`config.mk`:
```
export PLATFORM = sky130hd
export DESIGN_NAME = logic_accum_unit_flat
export DESIGN_NICKNAME = d
export VERILOG_FILES = /design/src/rtl/logic_accum_unit_pkg.sv /design/src/rtl/logic_accum_unit_if.sv /design/src/rtl/logic_accum_unit_reduce.sv /design/src/rtl/logic_accum_unit.sv /design/src/flat_wrapper.sv
export SDC_FILE = /design/constraint.sdc
export NUM_CORES = 1
export LEC_CHECK = 0
export CAP_MARGIN = 25
export CELL_PAD_IN_SITES_DETAIL_PLACEMENT = 1
export CELL_PAD_IN_SITES_GLOBAL_PLACEMENT = 1
export CORE_UTILIZATION = 45
export CTS_CLUSTER_DIAMETER = 60
export DETAILED_ROUTE_END_ITERATION = 8
export PLACE_DENSITY = 0.87
export SYNTH_ARGS = -nofsm -noshare
export SYNTH_HDL_FRONTEND = slang
export SYNTH_SLANG_ARGS = --single-unit
```
`constraint.sdc`:
```
create_clock -name i_clk -period 7.15 [get_ports i_clk]
set_input_delay 1.0725 -clock i_clk [delete_from_list [all_inputs] [get_ports i_clk]]
set_output_delay 1.0725 -clock i_clk [all_outputs]
set_load 0.05 [all_outputs]
```
`src/rtl/logic_accum_unit_pkg.sv`:
```
// Shared encodings for the logic-reduction family: operation codes and FSM states.
// Latency: none (definitions only).
// Backpressure: n/a.
//
// Contents: op_t, OP_* codes, ST_* state codes, default parameters, f_base_op().
package logic_accum_unit_pkg;

   typedef logic [1:0] op_t;

   // Operation encodings as seen on the op input.
   localparam op_t OP_OR  = 2'b00;
   localparam op_t OP_AND = 2'b01;
   localparam op_t OP_XOR = 2'b10;
   localparam op_t OP_NOR = 2'b11;

   // FSM state encodings, kept as plain constants so older blocks can share them.
   localparam logic [1:0] ST_IDLE  = 2'b00;
   localparam logic [1:0] ST_ACCUM = 2'b01;
   localparam logic [1:0] ST_HOLD  = 2'b10;

   localparam int DEF_WIDTH     = 8;
   localparam int DEF_NUM_IN    = 2;
   localparam int DEF_MAX_BEATS = 16;

   // NOR reduces and accumulates as OR; the inversion is applied once at the output.
   function automatic op_t f_base_op(input op_t op);
      return (op == OP_NOR) ? OP_OR : op;
   endfunction

endpackage

```
`src/rtl/logic_accum_unit_if.sv`:
```
// Handshake bundle for logic_accum_unit: operand beats in, reduced result out.
// Latency: none (wiring only).
// Backpressure: in_ready / out_ready carry flow control in each direction.
//
// master: drives in_valid, a, op, mode, beats, out_ready; observes in_ready, out_valid, c.
// slave : the accumulation unit side of the same signals.
interface logic_accum_unit_if
   import logic_accum_unit_pkg::*;
#(
   parameter int WIDTH     = DEF_WIDTH,
   parameter int NUM_IN    = DEF_NUM_IN,
   parameter int MAX_BEATS = DEF_MAX_BEATS
);
   localparam int CW = $clog2(MAX_BEATS + 1);

   logic                    in_valid;
   logic                    in_ready;
   logic [NUM_IN*WIDTH-1:0] a;
   op_t                     op;
   logic                    mode;
   logic [CW-1:0]           beats;
   logic                    out_valid;
   logic                    out_ready;
   logic [WIDTH-1:0]        c;

   modport master (
      output in_valid, a, op, mode, beats, out_ready,
      input  in_ready, out_valid, c
   );

   modport slave (
      input  in_valid, a, op, mode, beats, out_ready,
      output in_ready, out_valid, c
   );

endinterface

```
`src/rtl/logic_accum_unit_reduce.sv`:
```
// Combinational bitwise reduction of NUM_IN channels into one WIDTH-bit value.
// Latency: 0 cycles (pure combinational).
// Backpressure: none; caller qualifies the result with its own handshake.
//
// Ports: i_op (base op; NOR is treated as OR here), i_a (packed channels), o_r (reduced value).
module logic_reduce
   import logic_accum_unit_pkg::*;
#(
   parameter int NUM_IN = DEF_NUM_IN,
   parameter int WIDTH  = DEF_WIDTH
)
(
   input  op_t                     i_op,
   input  logic [NUM_IN*WIDTH-1:0] i_a,
   output logic [WIDTH-1:0]        o_r
);

   always_comb begin
      o_r = i_a[WIDTH-1:0];
      for (int i = 1; i < NUM_IN; i++) begin
         case (i_op)
            OP_AND:  o_r = o_r & i_a[i*WIDTH +: WIDTH];
            OP_XOR:  o_r = o_r ^ i_a[i*WIDTH +: WIDTH];
            default: o_r = o_r | i_a[i*WIDTH +: WIDTH];
         endcase
      end
   end

endmodule

```
`src/rtl/logic_accum_unit.sv`:
```
// Reduces NUM_IN operand channels per beat and accumulates over L beats into register C.
// Latency: result valid on the edge accepting the L-th beat (1 cycle in single mode).
// Backpressure: while holding a result, in_ready follows out_ready combinationally.
//
// Ports: i_clk, i_rst (async, active-high), if_bus (slave side of logic_accum_unit_if).
module logic_accum_unit
   import logic_accum_unit_pkg::*;
#(
   parameter int WIDTH     = DEF_WIDTH,
   parameter int NUM_IN    = DEF_NUM_IN,
   parameter int MAX_BEATS = DEF_MAX_BEATS
)
(
   input logic               i_clk,
   input logic               i_rst,
   logic_accum_unit_if.slave if_bus
);

   localparam int CW = $clog2(MAX_BEATS + 1);
   localparam logic [CW-1:0] LEN_MAX = CW'(MAX_BEATS);
   localparam logic [CW-1:0] LEN_ONE = CW'(1);

   logic [1:0]       r_state;
   op_t              r_op;
   logic [CW-1:0]    r_len;
   logic [CW-1:0]    r_cnt;
   logic [WIDTH-1:0] r_acc;
   logic [WIDTH-1:0] r_c;

   logic             w_in_ready;
   logic             w_accept;
   logic             w_first;
   op_t              w_op_eff;
   op_t              w_base_op;
   logic [CW-1:0]    w_len_new;
   logic [CW-1:0]    w_len_eff;
   logic [CW-1:0]    w_cnt_next;
   logic             w_last;
   logic [WIDTH-1:0] w_r;
   logic [WIDTH-1:0] w_comb;
   logic [WIDTH-1:0] w_result;

   // In HOLD the slot frees up exactly when downstream takes C, so a new frame's
   // first beat can be accepted in the same cycle as the pop.
   assign w_in_ready = !i_rst && ((r_state != ST_HOLD) || if_bus.out_ready);
   assign w_accept   = if_bus.in_valid && w_in_ready;

   // Any beat accepted outside ACCUM starts a new frame (IDLE or HOLD-with-pop).
   assign w_first    = (r_state != ST_ACCUM);

   // Frame settings come live from the bus on the first beat, from latches afterwards.
   assign w_op_eff   = w_first ? if_bus.op : r_op;
   assign w_base_op  = f_base_op(w_op_eff);

   always_comb begin
      w_len_new = LEN_ONE;
      if (if_bus.mode) begin
         if (if_bus.beats == '0) begin
            w_len_new = LEN_ONE;
         end else if (if_bus.beats > LEN_MAX) begin
            w_len_new = LEN_MAX;
         end else begin
            w_len_new = if_bus.beats;
         end
      end
   end

   assign w_len_eff  = w_first ? w_len_new : r_len;
   assign w_cnt_next = w_first ? LEN_ONE : (r_cnt + LEN_ONE);
   assign w_last     = (w_cnt_next == w_len_eff);

   logic_reduce #(
      .NUM_IN (NUM_IN),
      .WIDTH  (WIDTH)
   ) u_reduce (
      .i_op (w_base_op),
      .i_a  (if_bus.a),
      .o_r  (w_r)
   );

   // Fold the current beat into the running value; the first beat seeds it.
   always_comb begin
      w_comb = w_r;
      if (!w_first) begin
         case (w_base_op)
            OP_AND:  w_comb = r_acc & w_r;
            OP_XOR:  w_comb = r_acc ^ w_r;
            default: w_comb = r_acc | w_r;
         endcase
      end
   end

   assign w_result = (w_op_eff == OP_NOR) ? ~w_comb : w_comb;

   always_ff @(posedge i_clk or posedge i_rst) begin
      if (i_rst) begin
         r_state <= ST_IDLE;
         r_op    <= OP_OR;
         r_len   <= LEN_ONE;
         r_cnt   <= '0;
         r_acc   <= '0;
         r_c     <= '0;
      end else if (w_accept) begin
         if (w_first) begin
            r_op  <= if_bus.op;
            r_len <= w_len_new;
         end
         if (w_last) begin
            r_c     <= w_result;
            r_acc   <= '0;
            r_cnt   <= '0;
            r_state <= ST_HOLD;
         end else begin
            r_acc   <= w_comb;
            r_cnt   <= w_cnt_next;
            r_state <= ST_ACCUM;
         end
      end else if ((r_state == ST_HOLD) && if_bus.out_ready) begin
         r_state <= ST_IDLE;
      end
   end

   assign if_bus.in_ready  = w_in_ready;
   assign if_bus.out_valid = (r_state == ST_HOLD);
   assign if_bus.c         = r_c;

endmodule

```
`src/flat_wrapper.sv`:
```
// flat-port wrapper written by rule: the top's interface ports become plain ports
module logic_accum_unit_flat import logic_accum_unit_pkg::*;
#(
   parameter int WIDTH     = DEF_WIDTH,
   parameter int NUM_IN    = DEF_NUM_IN,
   parameter int MAX_BEATS = DEF_MAX_BEATS
)
  (i_clk, i_rst, if_bus_in_valid, if_bus_a, if_bus_op, if_bus_mode, if_bus_beats, if_bus_out_ready, if_bus_in_ready, if_bus_out_valid, if_bus_c);
  logic_accum_unit_if #(.WIDTH(WIDTH), .NUM_IN(NUM_IN), .MAX_BEATS(MAX_BEATS)) if_bus_i ();
  input logic i_clk;
  input logic i_rst;
  input wire logic [$bits(if_bus_i.in_valid)-1:0] if_bus_in_valid;
  input wire logic [$bits(if_bus_i.a)-1:0] if_bus_a;
  input wire logic [$bits(if_bus_i.op)-1:0] if_bus_op;
  input wire logic [$bits(if_bus_i.mode)-1:0] if_bus_mode;
  input wire logic [$bits(if_bus_i.beats)-1:0] if_bus_beats;
  input wire logic [$bits(if_bus_i.out_ready)-1:0] if_bus_out_ready;
  output wire logic [$bits(if_bus_i.in_ready)-1:0] if_bus_in_ready;
  output wire logic [$bits(if_bus_i.out_valid)-1:0] if_bus_out_valid;
  output wire logic [$bits(if_bus_i.c)-1:0] if_bus_c;
  assign if_bus_i.in_valid = if_bus_in_valid;
  assign if_bus_i.a = if_bus_a;
  assign if_bus_i.op = if_bus_op;
  assign if_bus_i.mode = if_bus_mode;
  assign if_bus_i.beats = if_bus_beats;
  assign if_bus_i.out_ready = if_bus_out_ready;
  assign if_bus_in_ready = if_bus_i.in_ready;
  assign if_bus_out_valid = if_bus_i.out_valid;
  assign if_bus_c = if_bus_i.c;
  logic_accum_unit #(.WIDTH(WIDTH), .NUM_IN(NUM_IN), .MAX_BEATS(MAX_BEATS)) u_core (.i_clk(i_clk), .i_rst(i_rst), .if_bus(if_bus_i));
endmodule
```
==> summary.md, run 1 <==
| Metric | Value |
|---|---|
| Sequential fraction of the synthesis area | 30.02% |
| P&R area growth vs syn | 20.18% |
| Worst Setup EP | u_core.if_bus.c[3] |
| Post-CTS Setup Inserts | 0 |
| Setup_tns | 0 ps |
| Fin crit share | 61.23% |
| CP Launch Type | input port |
| Total track usage | 22.53% |
| FF-to-FF setup slack | 3010 ps |
| First-pass iteration count of the detailed router | 4 |
| Clk_lat worst skew | 280 ps |
| Post-cts resize count | 0 |
| Diodes inserted | 0 |
| Final setup margin | 2772 ps |
| Max incr delay on CP | 920 ps |
| Leakage power | 1.429 nW |
| Async S/R FF share, synth | 100.0% |
| First-pass GRT wire length | 10.51 mm |
| CP Capture Type | register |
| Via Count | 2154 |
| Met1 usage in global routing | 26.07% |
| First DRT Iteration DRCs | 84 |
| Final Hold Vio Count | 0 |
| Die Height | 76.61 µm |
| Slew HR | 37.04% |
| Inst Count DP | 368 |
| GRT met2 Usage | 42.07% |
| Max cap viols | 0 |
| Mapped cell area | 2505 µm² |
| Register area | 752.0 µm² |
| Core footprint | 5238 µm² |
| Vias per cell | 5.729 |
| Worst-case reg-to-reg path depth | 14 |
| Max Buffers Root-to-Sink | 2 |
| Chip Width | 76.61 µm |
| Avg Inst Size Synth | 9.142 µm² |
| Max Clock Freq | 228.4 MHz |
| Cell Pwr Density | 489.3 nW/µm² |
| Primary FF master, synth | dfrtp_1 |
| Max-slew violations | 0 |
| Post-CTS Hold Buffers | 0 |
| DP Wirelength | 4.497 mm |
| Crit. Startpoint | if_bus_op[1] |
| Std cell rows | 26 |
| CTS Sinks | 30 |
| Setup slack after placement | 2468 ps |
| FF-to-FF End | u_core.if_bus.c[3] |
| Hold path depth | 2 |
| Initial Utilization | 47.83% |
| Clock skew after layout | 9.222 ps |
| Syn nets | 338 |
| Status | complete, no violations |
| Crit path arrival time | 4540 ps |
| DRT Wirelength | 6.170 mm |
| Post-synth EDFFs | 0 |
| Maximum VDD drop | 0.0003171 V |
| Largest net degree at the start of global routing | 34 |
| Routed Antenna Nets | 0 |
| CTS tree | done |
| PortBufs | 37 |
| Cell breakdown of the critical path | clkdlybuf4s50_1, mux2i_1, inv_1, ha_1, a221oi_1, a21oi_1, inv_1, ha_1, a221oi_1, a211oi_1, a21oi_1, xnor2_1, mux2_2 |
| Multi-input logic area | 1540 µm² |
| Number of global-route vias before repair | 2253 |
| Nets@finish | 370 |
| Clock Pin Slew Worst Setup and Hold Paths | 60 ps |
| Remaining global-route overflow | 0 |
| Minimum hold slack | 491.8 ps |
| Initial antenna violation count | 0 |
| Die ar. | 5869 µm² |
| Most frequent cells in the layout | 37 x inv_1, 37 x clkdlybuf4s50_1, 36 x ha_1, 29 x dfrtp_1, 28 x nand2_1 |
| Mapped Cells | 274 |
| Post-layout util | 57.48% |
| Busiest grt layer | met2 |
| Crit path max fanout | 32 |
| Hold Path Class | reg -> reg |
| Worst Setup Path Type | in -> reg |
| Worst r2r src | u_core.r_state[1] |
| Worst path required time | 7310 ps |
| Wire per inst | 16.41 µm |
| YS warnings | 0 |
| H-tree depth | 2 |
| Layout cell share with drive strength beyond 1 | 9.150% |
| Fill cells | 621 |
| Yosys cell types | 42 |
| #FFs+latches synth | 30 |
| # setup viols final | 0 |
| IO Pins | 38 |
| Number of buffers created by CTS | 5 |
| CP max stage cell | ha_1 |
| Met3 usage | 3.593% |
| Clock root buffer | clkbuf_8 |
| RSZ-0062 raised after global routing | no |
| Worst-Margin Slew | 944.4 ps |
| Placer Congestion | 0.8565 |
| Post-Layout Cell Count | 376 |
| DRC viols | 0 |
| Post-route minimum period | 4378 ps |
==> critical path, delay by kind of cell <==
kind            cells  cell delay (ps)
mux                 2              500
compound gates      5             1060
xor+xnor            1              100
buf+inv             3              590
fa+ha+maj           2             1200
==> flip-flops by register name (all words and copies together) (netlist names) <==
register         count
u_core.if_bus.c      8
u_core.r_op          2
u_core.r_state       2
u_core.r_cnt         5
u_core.r_acc         8
u_core.r_len         5
==> kinds of logic (layout without fill, tap and decap cells) <==
family          after synthesis  after routing  synth area share, %
flops                        30             30                30.02
compound gates               72             72                19.78
simple gates                 52             52                10.79
mux                          13             13                5.694
xor+xnor                     19             19                7.243
fa+ha+maj                    36             36                17.98
buf+inv                      52             84                8.491
==> final cells by class <==
| type | count | area share [%] |
|---|---|---|
| flip-flops and latches | 30 | 24.98 |
| clock inverters | 2 | 0.3325 |
| clock buffers | 5 | 2.286 |
| well taps | 70 | 2.909 |
| inverters | 37 | 4.613 |
| repair buffers | 40 | 13.72 |
| multi-input cells | 192 | 51.16 |
==> stage by stage <==
step                      total power, mW  area [µm²]
final                               1.473        3010
after global placement              1.274        2904
after CTS                           1.476        2983
after detailed placement            1.336        2904
after floorplan                     1.093        2505
after global routing                1.605        3010
==> power by group <==
group | switching [mW] | internal (mW) | leakage, nW
Sequential | 0.0647 | 0.245 | 0.374
Combinational | 0.620 | 0.415 | 1.01
Clock | 0.0627 | 0.0651 | 0.0438
==> cells in the mapped netlist (all sizes together) (3+ instances only) <==
cell type	n	share of area (%)
dfrtp	29	29
xor2	3	1.0
clkbuf	12	1.8
nor3	4	1.4
buf	3	1.1
a211oi	9	2.7
mux2	10	4.5
nor2	3	0.55
a221oi	16	5.6
inv	37	5.5
xnor2	15	5.2
nand3	3	0.60
nand2	28	4.2
mux2i	3	1.2
o31ai	11	3.3
ha	36	18
a21oi	18	3.6
o21ai	9	1.8
==> worst min path at each step <==
| stage | end | startpoint |
|---|---|---|
| final | u_core.r_op[0] | u_core.r_op[0] |
| after global routing | u_core.r_op[0] | u_core.r_op[0] |
| after CTS | u_core.r_op[0] | u_core.r_op[0] |
| after detailed placement | u_core.r_op[0] | u_core.r_op[0] |
| after global placement | u_core.r_op[0] | u_core.r_op[0] |
| after floorplan | u_core.r_op[0] | u_core.r_op[0] |
==> layer usage <==
metal,share of wire [%],wire length [µm]
met4,1.2,75
met5,0,0
met3,2.8,173
met1,44,2694
met2,52,3227
Power figures use the tool's default switching activity.
==> run 2: changes to the inputs <==
--- a/config.mk
+++ b/config.mk
@@ -8,10 +8,10 @@
 export CAP_MARGIN = 25
 export CELL_PAD_IN_SITES_DETAIL_PLACEMENT = 1
 export CELL_PAD_IN_SITES_GLOBAL_PLACEMENT = 1
-export CORE_UTILIZATION = 45
+export CORE_UTILIZATION = 42
 export CTS_CLUSTER_DIAMETER = 60
 export DETAILED_ROUTE_END_ITERATION = 8
-export PLACE_DENSITY = 0.87
+export PLACE_DENSITY = 0.82
 export SYNTH_ARGS = -nofsm -noshare
 export SYNTH_HDL_FRONTEND = slang
 export SYNTH_SLANG_ARGS = --single-unit
==> constraint.sdc (replaced) <==
create_clock -name i_clk -period 4.3 [get_ports i_clk]
set_input_delay 0.645 -clock i_clk [delete_from_list [all_inputs] [get_ports i_clk]]
set_output_delay 0.645 -clock i_clk [all_outputs]
set_load 0.05 [all_outputs]
==> summary.md, run 2 (synthesis gave the netlist of run 1 again) <==
| Metric | Value |
|---|---|
| Max Buffers Root-to-Sink | 2 (unchanged) |
| Clk_lat worst skew | 290 ps (was 280 ps) |
| Met3 usage | 5.287% (was 3.593%) |
| Total track usage | 22.62% (was 22.53%) |
| Remaining global-route overflow | 0 (unchanged) |
| Clock root buffer | clkbuf_8 (unchanged) |
| Total Power | 2.467 mW (was 1.473 mW) |
| Crit. Startpoint | u_core.r_state[1] (was if_bus_op[1]) |
| Initial Utilization | 44.40% (was 47.83%) |
| Worst r2r src | u_core.r_state[1] (unchanged) |
| Vias per cell | 5.563 (was 5.729) |
| Layout cell share with drive strength beyond 1 | 9.091% (was 9.150%) |
| CP max stage cell | ha_1 (unchanged) |
| Busiest grt layer | met2 (unchanged) |
| Cell breakdown of the critical path | nand2b_1, mux2i_1, inv_1, ha_1, a221oi_1, a21oi_1, inv_1, ha_1, a221oi_1, a211oi_1, a21oi_1, xnor2_1, mux2_2 (was clkdlybuf4s50_1, mux2i_1, inv_1, ha_1, a221oi_1, a21oi_1, inv_1, ha_1, a221oi_1, a211oi_1, a21oi_1, xnor2_1, mux2_2) |
| Worst Setup Path Type | reg -> reg (was in -> reg) |
| Clock skew after layout | 8.332 ps (was 9.222 ps) |
| H-tree depth | 2 (unchanged) |
| Wire per inst | 16.27 µm (was 16.41 µm) |
| Core footprint | 5642 µm² (was 5238 µm²) |
| Final Hold Vio Count | 0 (unchanged) |
| Post-cts resize count | 0 (unchanged) |
| DP Wirelength | 4.494 mm (was 4.497 mm) |
| CP Buf/Inv Count | 2 (was 3) |
| Die ar. | 6277 µm² (was 5869 µm²) |
| Clock Pin Slew Worst Setup and Hold Paths | 70 ps (was 60 ps) |
| FF-to-FF End | u_core.if_bus.c[4] (was u_core.if_bus.c[3]) |
| Initial antenna violation count | 0 (unchanged) |
| CP Depth | 13 (unchanged) |
| CTS Sinks | 30 (unchanged) |
| Status | complete, no violations (unchanged) |
| CTS tree | done (unchanged) |
| Chip Width | 79.23 µm (was 76.61 µm) |
| Largest net degree at the start of global routing | 34 (unchanged) |
| GRT met2 Usage | 38.97% (was 42.07%) |
| # setup viols final | 0 (unchanged) |
| Post-CTS Hold Buffers | 0 (unchanged) |
| Fill cells | 656 (was 621) |
| Post-CTS Setup Inserts | 0 (unchanged) |
| Max cap viols | 0 (unchanged) |
| Fin crit share | 85.90% |
| Nets@finish | 372 (was 370) |
| Routed Antenna Nets | 0 (unchanged) |
| Std cell rows | 27 (was 26) |
| Max-slew violations | 0 (unchanged) |
| First-pass GRT wire length | 10.83 mm (was 10.51 mm) |
| Met1 usage in global routing | 27.93% (was 26.07%) |
| CP Capture Type | register (unchanged) |
| DRC viols | 0 (unchanged) |
| Placer Congestion | 0.8178 (was 0.8565) |
| Via Count | 2114 (was 2154) |
| Post-route minimum period | 3694 ps |
| P&R area growth vs syn | 19.98% (was 20.18%) |
| Max incr delay on CP | 650 ps (was 920 ps) |
| CP Launch Type | register (was input port) |
| Worst path required time | 4480 ps (was 7310 ps) |
| Cell family contributing the most delay on the critical path | compound AO/OA/AOI/OAI gates (was adder cells) |
| Hold Path Class | reg -> reg (unchanged) |
| Worst-Margin Slew | 712.1 ps (was 944.4 ps) |
| DRT Wirelength | 6.184 mm (was 6.170 mm) |
| First-pass iteration count of the detailed router | 4 (unchanged) |
| PortBufs | 37 (unchanged) |
| Leakage power | 1.424 nW (was 1.429 nW) |
| Cell Pwr Density | 820.7 nW/µm² (was 489.3 nW/µm²) |
| Setup_tns | 0 ps (unchanged) |
| Worst-case reg-to-reg path depth | 13 (was 14) |
| Worst Setup EP | u_core.if_bus.c[4] (was u_core.if_bus.c[3]) |
| Die Height | 79.23 µm (was 76.61 µm) |
| FF-to-FF setup slack | 610 ps (was 3010 ps) |
| Crit path arrival time | 3870 ps (was 4540 ps) |
| Crit path max fanout | 19 (was 32) |
| First DRT Iteration DRCs | 118 (was 84) |
| Diodes inserted | 0 (unchanged) |
| Most frequent cells in the layout | 37 x inv_1, 37 x clkdlybuf4s50_1, 36 x ha_1, 29 x dfrtp_1, 28 x nand2_1 (unchanged) |
| Slew HR | 52.53% (was 37.04%) |
| RSZ-0062 raised after global routing | no (unchanged) |
| Number of buffers created by CTS | 5 (unchanged) |
| Max Clock Freq | 270.7 MHz |
| IO Pins | 38 (unchanged) |
| Maximum VDD drop | 0.0005587 V (was 0.0003171 V) |
| Number of global-route vias before repair | 2301 (was 2253) |
[run 2: cell count changes in the layout (fill, tap and decap cells not counted), sizes merged]
cell,before,now
clkinv,2,0
clkbuf,5,7
buf,3,5
[run 2: worst min-delay path by stage]
stage	start	end	slack, ps	cells past startpoint
after floorplan	u_core.r_op[0]	u_core.r_op[0]	450	2
after global placement	u_core.r_op[0]	u_core.r_op[0]	470	2
after detailed placement	u_core.r_op[0]	u_core.r_op[0]	480	2
after CTS	u_core.r_op[0]	u_core.r_op[0]	500	2
after global routing	u_core.r_op[0]	u_core.r_op[0]	540	2
final	u_core.r_op[0]	u_core.r_op[0]	490	2
[run 2: cell type report]
| cell class | instances | area, µm² | share of cell area [%] |
|---|---|---|---|
| Tap cell | 72 | 90.09 | 2.998 |
| Sequential cell | 30 | 752.0 | 25.02 |
| Timing Repair Buffer | 42 | 407.9 | 13.57 |
| Multi-Input combinational cell | 192 | 1540 | 51.25 |
| Inverter | 37 | 138.9 | 4.621 |
| Clock buffer | 7 | 76.32 | 2.540 |
[run 2: report_power, final]
group | switching (mW) | internal [mW]
clock network | 0.108 | 0.111
registers | 0.104 | 0.407
logic | 1.03 | 0.705
total | 1.24 | 1.22
[run 2: metal layers]
layer  part of all wire [%]  vias up
met5                      0        -
met4                   0.95        0
met3                    3.5        4
met2                     50       40
met1                     46     1045
li1                       -     1025
[run 2: worst min-delay path: stages (launching register included)]
cell,delay [ps]
dfrtp_1,340
nand2_1,50
o21ai_0,60
[run 2: per-stage QoR]
step | utilization [%] | instance area, µm² | setup WS, ps | hold WS (ps) | instances
after floorplan | - | 2505 | 826.8 | 449.2 | 274
after global placement | 51.92 | 2929 | 570.7 | 466.5 | 373
final | 53.27 | 3005 | 606.3 | 492.6 | 380
after CTS | 53.27 | 3005 | 587.1 | 498.2 | 380
after global routing | 53.27 | 3005 | 306.1 | 540.7 | 380
after detailed placement | 51.92 | 2929 | 375.8 | 484.7 | 373
==> run 3: changes to the inputs <==
--- a/config.mk
+++ b/config.mk
@@ -5,6 +5,7 @@
 export SDC_FILE = /design/constraint.sdc
 export NUM_CORES = 1
 export LEC_CHECK = 0
+export ABC_AREA = 0
 export CAP_MARGIN = 25
 export CELL_PAD_IN_SITES_DETAIL_PLACEMENT = 1
 export CELL_PAD_IN_SITES_GLOBAL_PLACEMENT = 1
==> results of run 3 <==
No change in the layout: final DEF, timing and power equal those of run 2.
